$ cat config.mk
export PLATFORM = sky130hd
export DESIGN_NAME = nic_injector_flat
export DESIGN_NICKNAME = d
export VERILOG_FILES = /design/src/rtl/nic_injector_if.sv /design/src/rtl/nic_injector.sv /design/src/flat_wrapper.sv
export SDC_FILE = /design/constraint.sdc
export NUM_CORES = 1
export LEC_CHECK = 0
export ABC_AREA = 1
export CAP_MARGIN = 10
export CELL_PAD_IN_SITES_DETAIL_PLACEMENT = 1
export CELL_PAD_IN_SITES_GLOBAL_PLACEMENT = 1
export CORE_UTILIZATION = 40
export CTS_CLUSTER_SIZE = 25
export DETAILED_ROUTE_END_ITERATION = 8
export PLACE_DENSITY_LB_ADDON = 0.25
export SYNTH_ARGS = -nofsm -noshare
export SYNTH_HDL_FRONTEND = slang
export SYNTH_SLANG_ARGS = --single-unit
$ cat constraint.sdc
create_clock -name clk -period 3.2 [get_ports clk]
set_input_delay 0.96 -clock clk [delete_from_list [all_inputs] [get_ports clk]]
set_output_delay 0.96 -clock clk [all_outputs]
set_load 0.05 [all_outputs]
$ cat src/rtl/nic_injector_if.sv
// -----------------------------------------------------------------------------
// nic_injector_if
// Bundles the core-side handshake, the router-side flit/credit link and the
// status outputs of the injection NIC.
//   slave  : view used by nic_injector (takes core flits and credits,
//            drives the router flit and status)
//   master : view used by whoever drives the core side and returns credits
// Signals:
//   core_valid/core_ready/core_dest/core_payload : core flit handshake
//   credit_in                                    : credit-return pulse
//   out_data/out_valid                           : flit to router local port
//   credit_count/fifo_count/sent_count/credit_err: status
// -----------------------------------------------------------------------------
interface nic_injector_if #(
    parameter int FLIT_DATA_WIDTH = 32,
    parameter int NUM_VC          = 4,
    parameter int NUM_ROUTERS     = 16,
    parameter int FIFO_DEPTH      = 8,
    parameter int ROUTER_ID_BITS  = $clog2(NUM_ROUTERS)
);
    localparam int PAYLOAD_BITS = FLIT_DATA_WIDTH - ROUTER_ID_BITS;
    localparam int CREDIT_BITS  = $clog2(NUM_VC + 1);
    localparam int COUNT_BITS   = $clog2(FIFO_DEPTH + 1);

    logic                       core_valid;
    logic                       core_ready;
    logic [ROUTER_ID_BITS-1:0]  core_dest;
    logic [PAYLOAD_BITS-1:0]    core_payload;
    logic                       credit_in;
    logic [FLIT_DATA_WIDTH-1:0] out_data;
    logic                       out_valid;
    logic [CREDIT_BITS-1:0]     credit_count;
    logic [COUNT_BITS-1:0]      fifo_count;
    logic [15:0]                sent_count;
    logic                       credit_err;

    modport slave (
        input  core_valid, core_dest, core_payload, credit_in,
        output core_ready, out_data, out_valid,
               credit_count, fifo_count, sent_count, credit_err
    );

    modport master (
        output core_valid, core_dest, core_payload, credit_in,
        input  core_ready, out_data, out_valid,
               credit_count, fifo_count, sent_count, credit_err
    );
endinterface

$ cat src/rtl/nic_injector.sv
// -----------------------------------------------------------------------------
// nic_injector
// Injection-side network interface for one mesh node. Flits from the local
// core are buffered in a circular FIFO, stamped with their destination router
// ID in the top bits, and sent to the router's local input port under
// credit-based flow control (one credit per router VC).
// Ports:
//   clk   : clock, rising edge
//   reset : synchronous, active-high
//   bus   : nic_injector_if.slave (core handshake, router link, status)
// -----------------------------------------------------------------------------
module nic_injector #(
    parameter int FLIT_DATA_WIDTH = 32,
    parameter int NUM_VC          = 4,
    parameter int NUM_ROUTERS     = 16,
    parameter int ROUTER_ID       = 0,
    parameter int ROUTER_ID_BITS  = $clog2(NUM_ROUTERS),
    parameter int FIFO_DEPTH      = 8
) (
    input  logic           clk,
    input  logic           reset,
    nic_injector_if.slave  bus
);
    localparam int PTR_BITS    = $clog2(FIFO_DEPTH);
    localparam int CREDIT_BITS = $clog2(NUM_VC + 1);
    localparam int COUNT_BITS  = $clog2(FIFO_DEPTH + 1);

    typedef enum logic [1:0] {
        S_IDLE,
        S_SEND,
        S_WAIT_CREDIT
    } state_t;

    // FIFO storage: no reset so it maps onto RAM; only pointers/count reset.
    logic [FLIT_DATA_WIDTH-1:0] r_mem [FIFO_DEPTH];
    logic [PTR_BITS-1:0]        r_wr_ptr;
    logic [PTR_BITS-1:0]        r_rd_ptr;
    logic [COUNT_BITS-1:0]      r_fifo_count;
    logic [CREDIT_BITS-1:0]     r_credit_count;
    logic [15:0]                r_sent_count;
    logic                       r_credit_err;
    logic [FLIT_DATA_WIDTH-1:0] r_out_data;
    state_t                     r_state;

    logic                       w_core_ready;
    logic                       w_push;
    logic                       w_send;
    logic                       w_credit_overflow;
    logic [FLIT_DATA_WIDTH-1:0] w_flit;

    // Ready depends only on reset and the registered occupancy, never on
    // core_valid, so the core can't form a combinational loop through us.
    assign w_core_ready = !reset && (r_fifo_count < COUNT_BITS'(FIFO_DEPTH));
    assign w_push       = bus.core_valid && w_core_ready;

    // Send decision uses the pre-edge credit count: a credit arriving at this
    // edge only becomes usable on the next one.
    assign w_send = (r_fifo_count != '0) && (r_credit_count != '0);

    // A returned credit with the counter already full and nothing being spent
    // is a router protocol violation.
    assign w_credit_overflow = bus.credit_in && !w_send &&
                               (r_credit_count == CREDIT_BITS'(NUM_VC));

    // Destination goes in the top bits where the router's route compute
    // looks for it.
    assign w_flit = {bus.core_dest, bus.core_payload};

    always_ff @(posedge clk) begin
        if (w_push) begin
            r_mem[r_wr_ptr] <= w_flit;
        end
    end

    always_ff @(posedge clk) begin
        if (reset) begin
            r_wr_ptr       <= '0;
            r_rd_ptr       <= '0;
            r_fifo_count   <= '0;
            r_credit_count <= CREDIT_BITS'(NUM_VC);
            r_sent_count   <= '0;
            r_credit_err   <= 1'b0;
            r_out_data     <= '0;
            r_state        <= S_IDLE;
        end else begin
            if (w_push) begin
                r_wr_ptr <= r_wr_ptr + 1'b1;   // power-of-two depth: wraps naturally
            end
            r_fifo_count <= r_fifo_count + COUNT_BITS'(w_push) - COUNT_BITS'(w_send);

            if (w_credit_overflow) begin
                r_credit_err <= 1'b1;          // count saturates: left unchanged
            end else begin
                r_credit_count <= r_credit_count - CREDIT_BITS'(w_send)
                                                 + CREDIT_BITS'(bus.credit_in);
            end

            // State reflects the action taken at this edge; out_valid is
            // decoded from it so the output is purely registered.
            if (r_fifo_count == '0) begin
                r_state <= S_IDLE;
            end else if (w_send) begin
                r_state      <= S_SEND;
                r_out_data   <= r_mem[r_rd_ptr];
                r_rd_ptr     <= r_rd_ptr + 1'b1;
                r_sent_count <= r_sent_count + 16'd1;
            end else begin
                r_state <= S_WAIT_CREDIT;      // out_data holds its last flit
            end
        end
    end

    assign bus.core_ready   = w_core_ready;
    assign bus.out_data     = r_out_data;
    assign bus.out_valid    = (r_state == S_SEND);
    assign bus.credit_count = r_credit_count;
    assign bus.fifo_count   = r_fifo_count;
    assign bus.sent_count   = r_sent_count;
    assign bus.credit_err   = r_credit_err;
endmodule

$ cat src/flat_wrapper.sv
// flat-port wrapper written by rule: the top's interface ports become plain ports
module nic_injector_flat 
#(
    parameter int FLIT_DATA_WIDTH = 32,
    parameter int NUM_VC          = 4,
    parameter int NUM_ROUTERS     = 16,
    parameter int ROUTER_ID       = 0,
    parameter int ROUTER_ID_BITS  = $clog2(NUM_ROUTERS),
    parameter int FIFO_DEPTH      = 8
)
  (clk, reset, bus_core_valid, bus_core_dest, bus_core_payload, bus_credit_in, bus_core_ready, bus_out_data, bus_out_valid, bus_credit_count, bus_fifo_count, bus_sent_count, bus_credit_err);
  nic_injector_if #(.FLIT_DATA_WIDTH(FLIT_DATA_WIDTH), .NUM_VC(NUM_VC), .NUM_ROUTERS(NUM_ROUTERS), .FIFO_DEPTH(FIFO_DEPTH), .ROUTER_ID_BITS(ROUTER_ID_BITS)) bus_i ();
  input  logic clk;
  input  logic reset;
  input wire logic [$bits(bus_i.core_valid)-1:0] bus_core_valid;
  input wire logic [$bits(bus_i.core_dest)-1:0] bus_core_dest;
  input wire logic [$bits(bus_i.core_payload)-1:0] bus_core_payload;
  input wire logic [$bits(bus_i.credit_in)-1:0] bus_credit_in;
  output wire logic [$bits(bus_i.core_ready)-1:0] bus_core_ready;
  output wire logic [$bits(bus_i.out_data)-1:0] bus_out_data;
  output wire logic [$bits(bus_i.out_valid)-1:0] bus_out_valid;
  output wire logic [$bits(bus_i.credit_count)-1:0] bus_credit_count;
  output wire logic [$bits(bus_i.fifo_count)-1:0] bus_fifo_count;
  output wire logic [$bits(bus_i.sent_count)-1:0] bus_sent_count;
  output wire logic [$bits(bus_i.credit_err)-1:0] bus_credit_err;
  assign bus_i.core_valid = bus_core_valid;
  assign bus_i.core_dest = bus_core_dest;
  assign bus_i.core_payload = bus_core_payload;
  assign bus_i.credit_in = bus_credit_in;
  assign bus_core_ready = bus_i.core_ready;
  assign bus_out_data = bus_i.out_data;
  assign bus_out_valid = bus_i.out_valid;
  assign bus_credit_count = bus_i.credit_count;
  assign bus_fifo_count = bus_i.fifo_count;
  assign bus_sent_count = bus_i.sent_count;
  assign bus_credit_err = bus_i.credit_err;
  nic_injector #(.FLIT_DATA_WIDTH(FLIT_DATA_WIDTH), .NUM_VC(NUM_VC), .NUM_ROUTERS(NUM_ROUTERS), .ROUTER_ID(ROUTER_ID), .ROUTER_ID_BITS(ROUTER_ID_BITS), .FIFO_DEPTH(FIFO_DEPTH)) u_core (.clk(clk), .reset(reset), .bus(bus_i));
endmodule
# [Yosys cells after proc, flatten, opt, wreduce, memory -nomap -nowiden]
# Memories as Yosys holds them, arrays and structs flattened. A register that Yosys moved wholly into a read port is not among the register bits.
# Index checks and enable logic that the tools add are counted.
[op_classes] n_mux=3 n_bitwise=1 reduce_logical=12 order_cmp=1 addsub=7 eq_ne=2
[ops] op="adder 16 x 1 -> 16 bit (second input constant)" n=1
[ops] op="adder 3 x 1 -> 3 bit (second input constant)" n=2
[ops] op="logical AND 1 bit" n=5
[ops] op="adder 4 x 1 -> 4 bit" n=1
[ops] op="logical NOT 4 bit" n=1
[ops] op="less-than comparator 4 bit (second input constant)" n=1
[ops] op="nonzero test 4 bit" n=1
[ops] op="subtractor 4 x 1 -> 4 bit" n=1
[ops] op="adder 3 x 1 -> 3 bit" n=1
[ops] op="== test 3 bit (second input constant)" n=1
[ops] op="nonzero test 3 bit" n=1
[ops] op="subtractor 3 x 1 -> 3 bit" n=1
[ops] op="== test 2 x 1 -> 1 bit (second input constant)" n=1
[ops] op="logical NOT 1 bit" n=2
[ops] op="two-way mux 1 bit" n=2
[ops] op="two-way mux 2 bit" n=1
[ops] op="AND reduction 2 bit" n=1
[ops] op="OR reduction 2 bit" n=1
[ops] op="NOT 1 bit" n=1
[totals] ram_bits=256 input_bits=36 reg_bits=32 n_memories=1 out_inout_bits=58 word_cells=34
[mem_list] name="u_core.r_mem" words=8 word_bits=32 rd=1 rd_ports_with_merged_regs=1 write_ports=1 line_no="nic_injector.sv:35" rtl="logic [FLIT_DATA_WIDTH-1:0] r_mem [FIFO_DEPTH];"

# [Logic depth before layout (Yosys ltp)]
# Gate-level depths: netlist (run 1).
[depth] depth_word=5 mapped_depth=13 depth_no_buf=12

# [Worst setup path before layout (run 1)]
# Ideal clock, no wire load.
[synth_timing] path_type="input -> register" start="input port reset" end="memory u_core.r_mem[0][0], enable pin" arrival_time_ns=3.697 setup_time_ns=0.421 setup_slack_ns=-0.918 n_path_buf=1 path_stages=6 required_time_ns=2.779 path_cell_list="buf_2 -> nor2_1 -> nand2_1 -> inv_1 -> nand2_1 -> nor2_1"
[synth_between] elab_chain_cells=5
[synth_lines] element="start: declaration" line_no="flat_wrapper.sv:14" rtl="input logic reset;"
[synth_lines] element="logical NOT 1 bit" line_no="nic_injector.sv:53" rtl="assign w_core_ready = !reset && (r_fifo_count < COUNT_BITS'(FIFO_DEPTH));"
[synth_lines] element="logical AND 1 bit" line_no="nic_injector.sv:53"
[synth_lines] element="net bus_core_ready" line_no="flat_wrapper.sv:19" rtl="output wire logic [$bits(bus_i.core_ready)-1:0] bus_core_ready;"
[synth_lines] element="logical AND 1 bit" line_no="nic_injector.sv:54" rtl="assign w_push = bus.core_valid && w_core_ready;"
[synth_lines] element="net u_core.w_push" line_no="nic_injector.sv:46" rtl="logic w_push;"
[synth_lines] element="two-way mux 1 bit" line_no="nic_injector.sv:70" rtl="if (w_push) begin"
[synth_lines] element="two-way mux 1 bit (implied by the code)" line_no="nic_injector.sv:71" rtl="r_mem[r_wr_ptr] <= w_flit;"
[synth_lines] element="end: declaration" line_no="nic_injector.sv:35"
# The timed path passes the listed nets, and every way through them passes these cells.

# [Worst setup path after layout (run 1)]
[layout_timing] start="register u_core.r_fifo_count[1] (netlist: u_core.bus.fifo_count[1])" end="output port bus_fifo_count[1]"
[layout_lines] element="start: declaration" line_no="nic_injector.sv:38" rtl="logic [COUNT_BITS-1:0] r_fifo_count;"
[layout_lines] element="start signal: assignment" line_no="nic_injector.sv:89" rtl="r_fifo_count <= r_fifo_count + COUNT_BITS'(w_push) - COUNT_BITS'(w_send);"
[layout_lines] element="end: declaration" line_no="flat_wrapper.sv:23" rtl="output wire logic [$bits(bus_i.fifo_count)-1:0] bus_fifo_count;"
# No word-level cell between the ends.

==> flow_metrics.py, run 1 <==
metrics = {
    "worst_hold_path": {
        "min_from": "u_core.bus.credit_err$_SDFFE_PP0P_",
        "hp-class": "flip-flop to flip-flop",
    },
    "finish": {
        "nNetsFinal": 1327,
        "fin_area_um2": 15400,
        "n_antenna_cell": 0,
        "syn_to_final_growth_pct": 19.8,
        "final_common_cell": "nand2_1",
        "fill_cells": 3406,
        "final_cell_mix": "nand2_1, edfxtp_1, nor2_1",
        "drive_above_1_share_pct": 7.20,
        "utilization_pct": 48.8,
    },
    "grt": {
        "use_met3_pct": 2.90,
        "grt_pass1_vias": 9201,
        "grt_pass1_wl_um": 49800,
        "gr-max-usage-layer": "met2",
        "grt-ovfl-total": 0,
        "antenna_found_initial": 0,
        "met1_usage_pct": 24.8,
        "grt_start_max_net_pins": 134,
        "track_usage_pct": 19.3,
        "grt_use_met2_pct": 34.4,
    },
    "clock_tree": {
        "cts_made_buffers": 36,
        "cts_tree": "done",
        "clk_path_buf_depth": 3,
        "cts.sinks": 320,
        "insertion_delay_ns": 0.52,
        "htree_levels": 2,
        "cts.repair.resized": 0,
        "clockRootBuffer": "clkbuf_16",
        "hold_buffers": 0,
        "post_cts_buffers": 0,
        "clkTransAtPathRegs_ns": 0.06,
    },
    "pwr": {
        "ir_drop_v": 0.000438,
        "power_mw": 13.1,
        "p_per_area_nw_per_um2": 847,
        "leakage_nw": 5.71,
    },
    "routing": {
        "ant_nets": 0,
        "drtIter0Drc": 533,
        "routed_wl_um": 31100,
        "dr.pass1.iters": 4,
        "avgViaCountPerCell": 5.10,
        "vias": 8713,
        "post_drt_wl_per_cell_um": 18.2,
        "drc_errors": 0,
    },
    "setup_path": {
        "slowest_stage": "clkdlybuf4s50_1",
        "slowest_delay_ns": 0.87,
        "cp_data_arrival_time_ns": 1.78,
        "critPathMaxFanout": 4,
        "path_delay_family": "buffers and inverters",
        "crit_chain": "clkdlybuf4s50_1",
        "rr_startpoint": "u_core.bus.fifo_count[3]$_SDFF_PP0_",
        "endpoint_kind": "output pin",
        "critPathLaunch": "u_core.bus.fifo_count[1]$_SDFF_PP0_",
        "path_buf_inv": 1,
        "critPathKind": "flip-flop to output pin",
        "cp-start-kind": "flip-flop",
        "worstPathRequired_ns": 2.24,
    },
    "synthesis": {
        "ys_warn_count": 0,
        "synth_seq_cells": 320,
        "synth_nets": 1233,
        "synth_cells": 1185,
        "yosysSeqAreaShare_pct": 69.7,
        "yosysUniqueCellTypes": 33,
        "synth.avg_cell_area_um2": 10.9,
        "syn_area_um2": 12900,
    },
    "floorplanning": {
        "std_cell_rows": 65,
        "core-area_um2": 31600,
        "die_w_um": 181,
        "start_util_pct": 40.7,
        "die_h_um": 181,
        "ioPinCount": 94,
        "die_area_um2": 32900,
    },
    "status": {
        "status": "completed",
    },
    "sta": {
        "maxSlewViolCount": 0,
        "rsz0062_at_grt": "false",
        "finalHoldViolCount": 0,
        "period_share_pct": 85.8,
        "finalSetupViolCount": 0,
        "skew_ns": 0.0197,
        "tns_ns": 0,
        "timing.final.ws_setup_ns": 0.456,
        "fmax_mhz": 364,
        "max_slew_margin_pct": 37.4,
        "worstMarginPinSlew_ns": 0.939,
        "layout_min_cycle_time_ns": 2.74,
    },
    "placed_design": {
        "numPortBuffers": 93,
        "place_area_um2": 14300,
        "place_congestion": 0.738,
        "dp_hpwl_um": 18300,
        "place_worst_setup_slack_ns": 0.145,
    },
    "flow_run": {
        "cap_violations": 0,
    },
}
[power breakdown]
group,total [mW],internal [mW],switching [mW],leakage [nW]
clock network,3.92,2.32,1.60,0.544
logic,4.15,1.26,2.89,2.33
registers,4.99,4.81,0.176,2.84
[cell usage after synthesis]
master	n	area [um^2]
or2_1	1	6.26
xor2_1	1	8.76
o211ai_1	4	30.0
a21oi_1	49	245
a31oi_1	1	6.26
clkbuf_2	1	5.00
fa_1	2	40.0
inv_1	42	158
clkbuf_1	15	56.3
o21a_1	1	7.51
dfxtp_1	64	1280
nand2_1	333	1250
buf_2	25	125
buf_6	13	146
nand3_1	76	380
nand3_2	1	10.0
ha_1	10	125
buf_4	5	37.5
nor3_1	1	5.00
buf_1	3	11.3
nand4_1	5	31.3
inv_2	2	7.51
nor2_2	1	6.26
inv_6	1	8.76
clkinv_1	1	3.75
nor2_4	2	22.5
o21ai_1	12	60.1
xnor2_1	2	17.5
edfxtp_1	256	7690
o21ai_0	90	450
nor3b_1	1	7.51
nand2_2	2	12.5
nor2_1	162	608
[area by class of cell]
type | count | area [um^2] | area share [%]
clock inverters | 10 | 85.1 | 0.552
well taps | 402 | 503 | 3.26
flip-flops and latches | 320 | 8970 | 58.2
repair buffers | 118 | 1240 | 8.05
inverters | 46 | 180 | 1.17
multi-input cells | 757 | 3390 | 22.0
clock buffers | 55 | 1030 | 6.71
[state kept, by name (all words and copies together) (netlist names)]
signal / count
u_core.bus.credit_count: 3
u_core.r_mem: 256
u_core.bus.sent_count: 16
u_core.bus.out_data: 32
u_core.r_state: 2
u_core.bus.credit_err: 1
u_core.bus.fifo_count: 4
u_core.r_rd_ptr: 3
u_core.r_wr_ptr: 3
[worst reg2reg max path, cell delays in order (launching register included)]
cell and delay, ns:
dfxtp_1 0.39, inv_1 0.06, ha_1 0.18, nand3_1 0.14
nand2_2 0.21, inv_2 0.16, ha_1 0.24, inv_1 0.06
ha_1 0.13, inv_1 0.05, fa_1 0.37, xnor2_1 0.13
or2_1 0.22
[cells by family (layout without fill, tap and decap cells)]
group	after synthesis	after routing	share of synthesized area, %
AO/OA/AOI/OAI	157	157	6.22
XOR/XNOR	3	3	0.204
adder cells (fa/ha/maj)	12	12	1.28
buffers and inverters	108	229	4.35
flip-flops	320	320	69.7
AND/OR/NAND/NOR	585	585	18.2
[layer usage]
metal  wire length, um  part of all wire (%)  up-vias
li1                  -                     -     4205
met1             13900                    45     4343
met2             15800                    51      133
met3              1020                   3.3       32
met4               361                   1.2        0
met5                 0                     0        -
[stage by stage]
stage / hold slack [ns] / instances
3_3_place_gp: 0.444 / 1643
3_5_place_dp: 0.452 / 1643
4_1_cts: 0.458 / 1708
6_report: 0.451 / 1708
2_1_floorplan: 0.463 / 1185
5_1_grt: 0.496 / 1708
[worst paths after layout]
| check | to | slack [ns] | cells past startpoint |
|---|---|---|---|
| min reg2reg | u_core.bus.credit_err$_SDFFE_PP0P_ | 0.45 | 2 |
| min | u_core.bus.credit_err$_SDFFE_PP0P_ | 0.45 | 2 |
| max reg2reg | u_core.bus.credit_count[2]$_SDFFE_PP1N_ | 0.74 | 12 |
| max | bus_fifo_count[1] | 0.46 | 1 |
No activity file was read; power rests on OpenSTA's default activity.
==> run 2, diff against run 1 <==
HOLD_SLACK_MARGIN = 0.1   (was not set)
==> results of run 2 <==
Final layout, timing and power as in run 1 (identical DEF).
==> run 3, diff against run 2 <==
CORE_UTILIZATION = 42   (was 40)
==> run 3 against run 2 <==
Clock skew grew 0.0029 ns. Largest power group unchanged. Critical path type unchanged. Routed wire length grew 0.79%. Sequential share of layout area shrank 0.062 points. Clock power shrank 1%. Sequential power is essentially flat.
==> flow_metrics.py, run 3 (same netlist as run 1, synthesis figures left out) <==
metrics = {
    "setup_path": {
        "critPathMaxFanout": 4,
        "rr_startpoint": "u_core.bus.fifo_count[3]$_SDFF_PP0_",
        "critPathLaunch": "u_core.bus.fifo_count[1]$_SDFF_PP0_",
        "critPathKind": "flip-flop to output pin",
        "slowest_stage": "clkdlybuf4s50_1",
        "path_buf_inv": 1,
        "worstPathRequired_ns": 2.24,
        "r2r_cells": 12,
        "slowest_delay_ns": 0.87,
        "cp_data_arrival_time_ns": 1.77,
        "cp-start-kind": "flip-flop",
        "reg2reg_slack_ns": 0.74,
        "crit_end": "bus_fifo_count[1]",
        "reg2reg_to": "u_core.bus.credit_count[2]$_SDFFE_PP1N_",
        "path_delay_family": "buffers and inverters",
        "crit_chain": "clkdlybuf4s50_1",
        "endpoint_kind": "output pin",
        "path_depth": 1,
    },
    "routing": {
        "dr.pass1.iters": 5,
        "ant_nets": 0,
        "drtIter0Drc": 642,
        "post_drt_wl_per_cell_um": 18.5,
        "drc_errors": 0,
        "avgViaCountPerCell": 5.20,
        "vias": 8807,
        "routed_wl_um": 31400,
    },
    "clock_tree": {
        "post_cts_buffers": 0,
        "htree_levels": 2,
        "cts_tree": "done",
        "insertion_delay_ns": 0.51,
        "hold_buffers": 0,
        "clockRootBuffer": "clkbuf_16",
        "clkTransAtPathRegs_ns": 0.06,
        "clk_path_buf_depth": 3,
        "cts_made_buffers": 35,
        "cts.sinks": 320,
        "cts.repair.resized": 0,
    },
    "sta": {
        "fmax_mhz": 367,
        "hold_slack_ns": 0.452,
        "max_slew_margin_pct": 37.4,
        "rsz0062_at_grt": "false",
        "timing.final.ws_setup_ns": 0.472,
        "worstMarginPinSlew_ns": 0.939,
        "finalSetupViolCount": 0,
        "maxSlewViolCount": 0,
        "finalHoldViolCount": 0,
        "period_share_pct": 85.3,
        "skew_ns": 0.0226,
        "layout_min_cycle_time_ns": 2.73,
    },
    "floorplanning": {
        "start_util_pct": 43.0,
        "die_area_um2": 31300,
        "std_cell_rows": 63,
        "ioPinCount": 94,
        "die_h_um": 177,
        "die_w_um": 177,
        "core-area_um2": 29900,
    },
    "flow_run": {
        "cap_violations": 0,
    },
    "grt": {
        "antenna_found_initial": 0,
        "grt_start_max_net_pins": 134,
        "grt_pass1_vias": 9218,
        "grt_pass1_wl_um": 49800,
        "grt-ovfl-total": 0,
        "track_usage_pct": 20.7,
    },
    "pwr": {
        "combPwrFrac_pct": 31.8,
        "intPower_mw": 8.37,
        "p_seq_share_pct": 38.4,
        "swShare_pct": 35.5,
        "p_per_area_nw_per_um2": 841,
        "power_mw": 13.0,
        "leakage_nw": 5.72,
        "ir_drop_v": 0.000598,
        "power_switching_mw": 4.60,
        "clock_power_share_pct": 29.8,
    },
    "finish": {
        "drive_above_1_share_pct": 7.36,
        "final_cell_mix": "nand2_1, edfxtp_1, nor2_1",
        "largest_reg_flops": 256,
        "n_antenna_cell": 0,
        "final_common_cell": "nand2_1",
        "nNetsFinal": 1326,
        "top_register": "u_core.r_mem",
        "syn_to_final_growth_pct": 20.0,
    },
    "placed_design": {
        "place_worst_setup_slack_ns": 0.148,
        "dp_hpwl_um": 18800,
        "numPortBuffers": 93,
        "place_congestion": 0.745,
    },
    "status": {
        "status": "completed",
    },
    "worst_hold_path": {
        "hp-class": "flip-flop to flip-flop",
    },
}
-- run 3: cell types whose count changed in the layout (fill, tap and decap cells not counted) --
cell        previous run  this run
clkbuf_16             38        37
buf_12                10        14
clkinvlp_4             0         1
clkbuf_1              15        12
inv_1                 41        42
clkinv_1               4         2
inv_6                  2         1
clkbuf_8               2         4
inv_2                  3         2
buf_4                 16        12
clkinv_2               3         6
clkinv_8               1         0
-- run 3: worst min-delay path by stage --
stage | start | end | slack (ns) | cells past startpoint
finish | u_core.bus.credit_err$_SDFFE_PP0P_ | u_core.bus.credit_err$_SDFFE_PP0P_ | 0.45 | 2
global route | u_core.bus.credit_err$_SDFFE_PP0P_ | u_core.bus.credit_err$_SDFFE_PP0P_ | 0.48 | 2
CTS | u_core.bus.credit_err$_SDFFE_PP0P_ | u_core.bus.credit_err$_SDFFE_PP0P_ | 0.46 | 2
detailed placement | u_core.bus.credit_err$_SDFFE_PP0P_ | u_core.bus.credit_err$_SDFFE_PP0P_ | 0.45 | 2
global placement | u_core.bus.credit_err$_SDFFE_PP0P_ | u_core.bus.credit_err$_SDFFE_PP0P_ | 0.44 | 2
floorplan | u_core.r_wr_ptr[0]$_SDFFE_PP0N_ | u_core.r_wr_ptr[0]$_SDFFE_PP0N_ | 0.46 | 2
-- run 3: per-stage QoR --
| stage | area (um^2) | utilization [%] | instances | TNS (ns) |
|---|---|---|---|---|
| after global routing | 15400 | 51.6 | 1694 | 0 |
| after floorplan | 12900 | - | 1185 | -7.02 |
| after detailed placement | 14300 | 48.0 | 1631 | 0 |
| after global placement | 14300 | 48.0 | 1631 | 0 |
| final | 15400 | 51.6 | 1694 | 0 |
| after CTS | 15400 | 51.6 | 1694 | 0 |
-- run 3: power by group through the flow --
stage	clock (mW)	combinational [mW]	sequential, mW
2_1_floorplan	0	2.38	5.74
3_3_place_gp	0	4.07	5.06
3_5_place_dp	0	4.18	5.07
4_1_cts	3.94	4.21	4.99
5_1_grt	4.10	4.60	5.02
6_report	3.87	4.13	4.98
-- run 3: cell type report --
cell class                 count  area [um^2]
multi-input combinational    757         3390
inverter                      46          180
clock inverter                10         75.1
sequential                   320         8970
fill                        3167        14400
tap                          390          488
timing repair buffer         118         1290
clock buffer                  53         1030
-- run 3: metal layers --
layer	wire length, um	track usage (%)
met1	13500	26.1
met2	16000	36.6
met3	1090	3.07
met4	678	5.89
met5	0	0
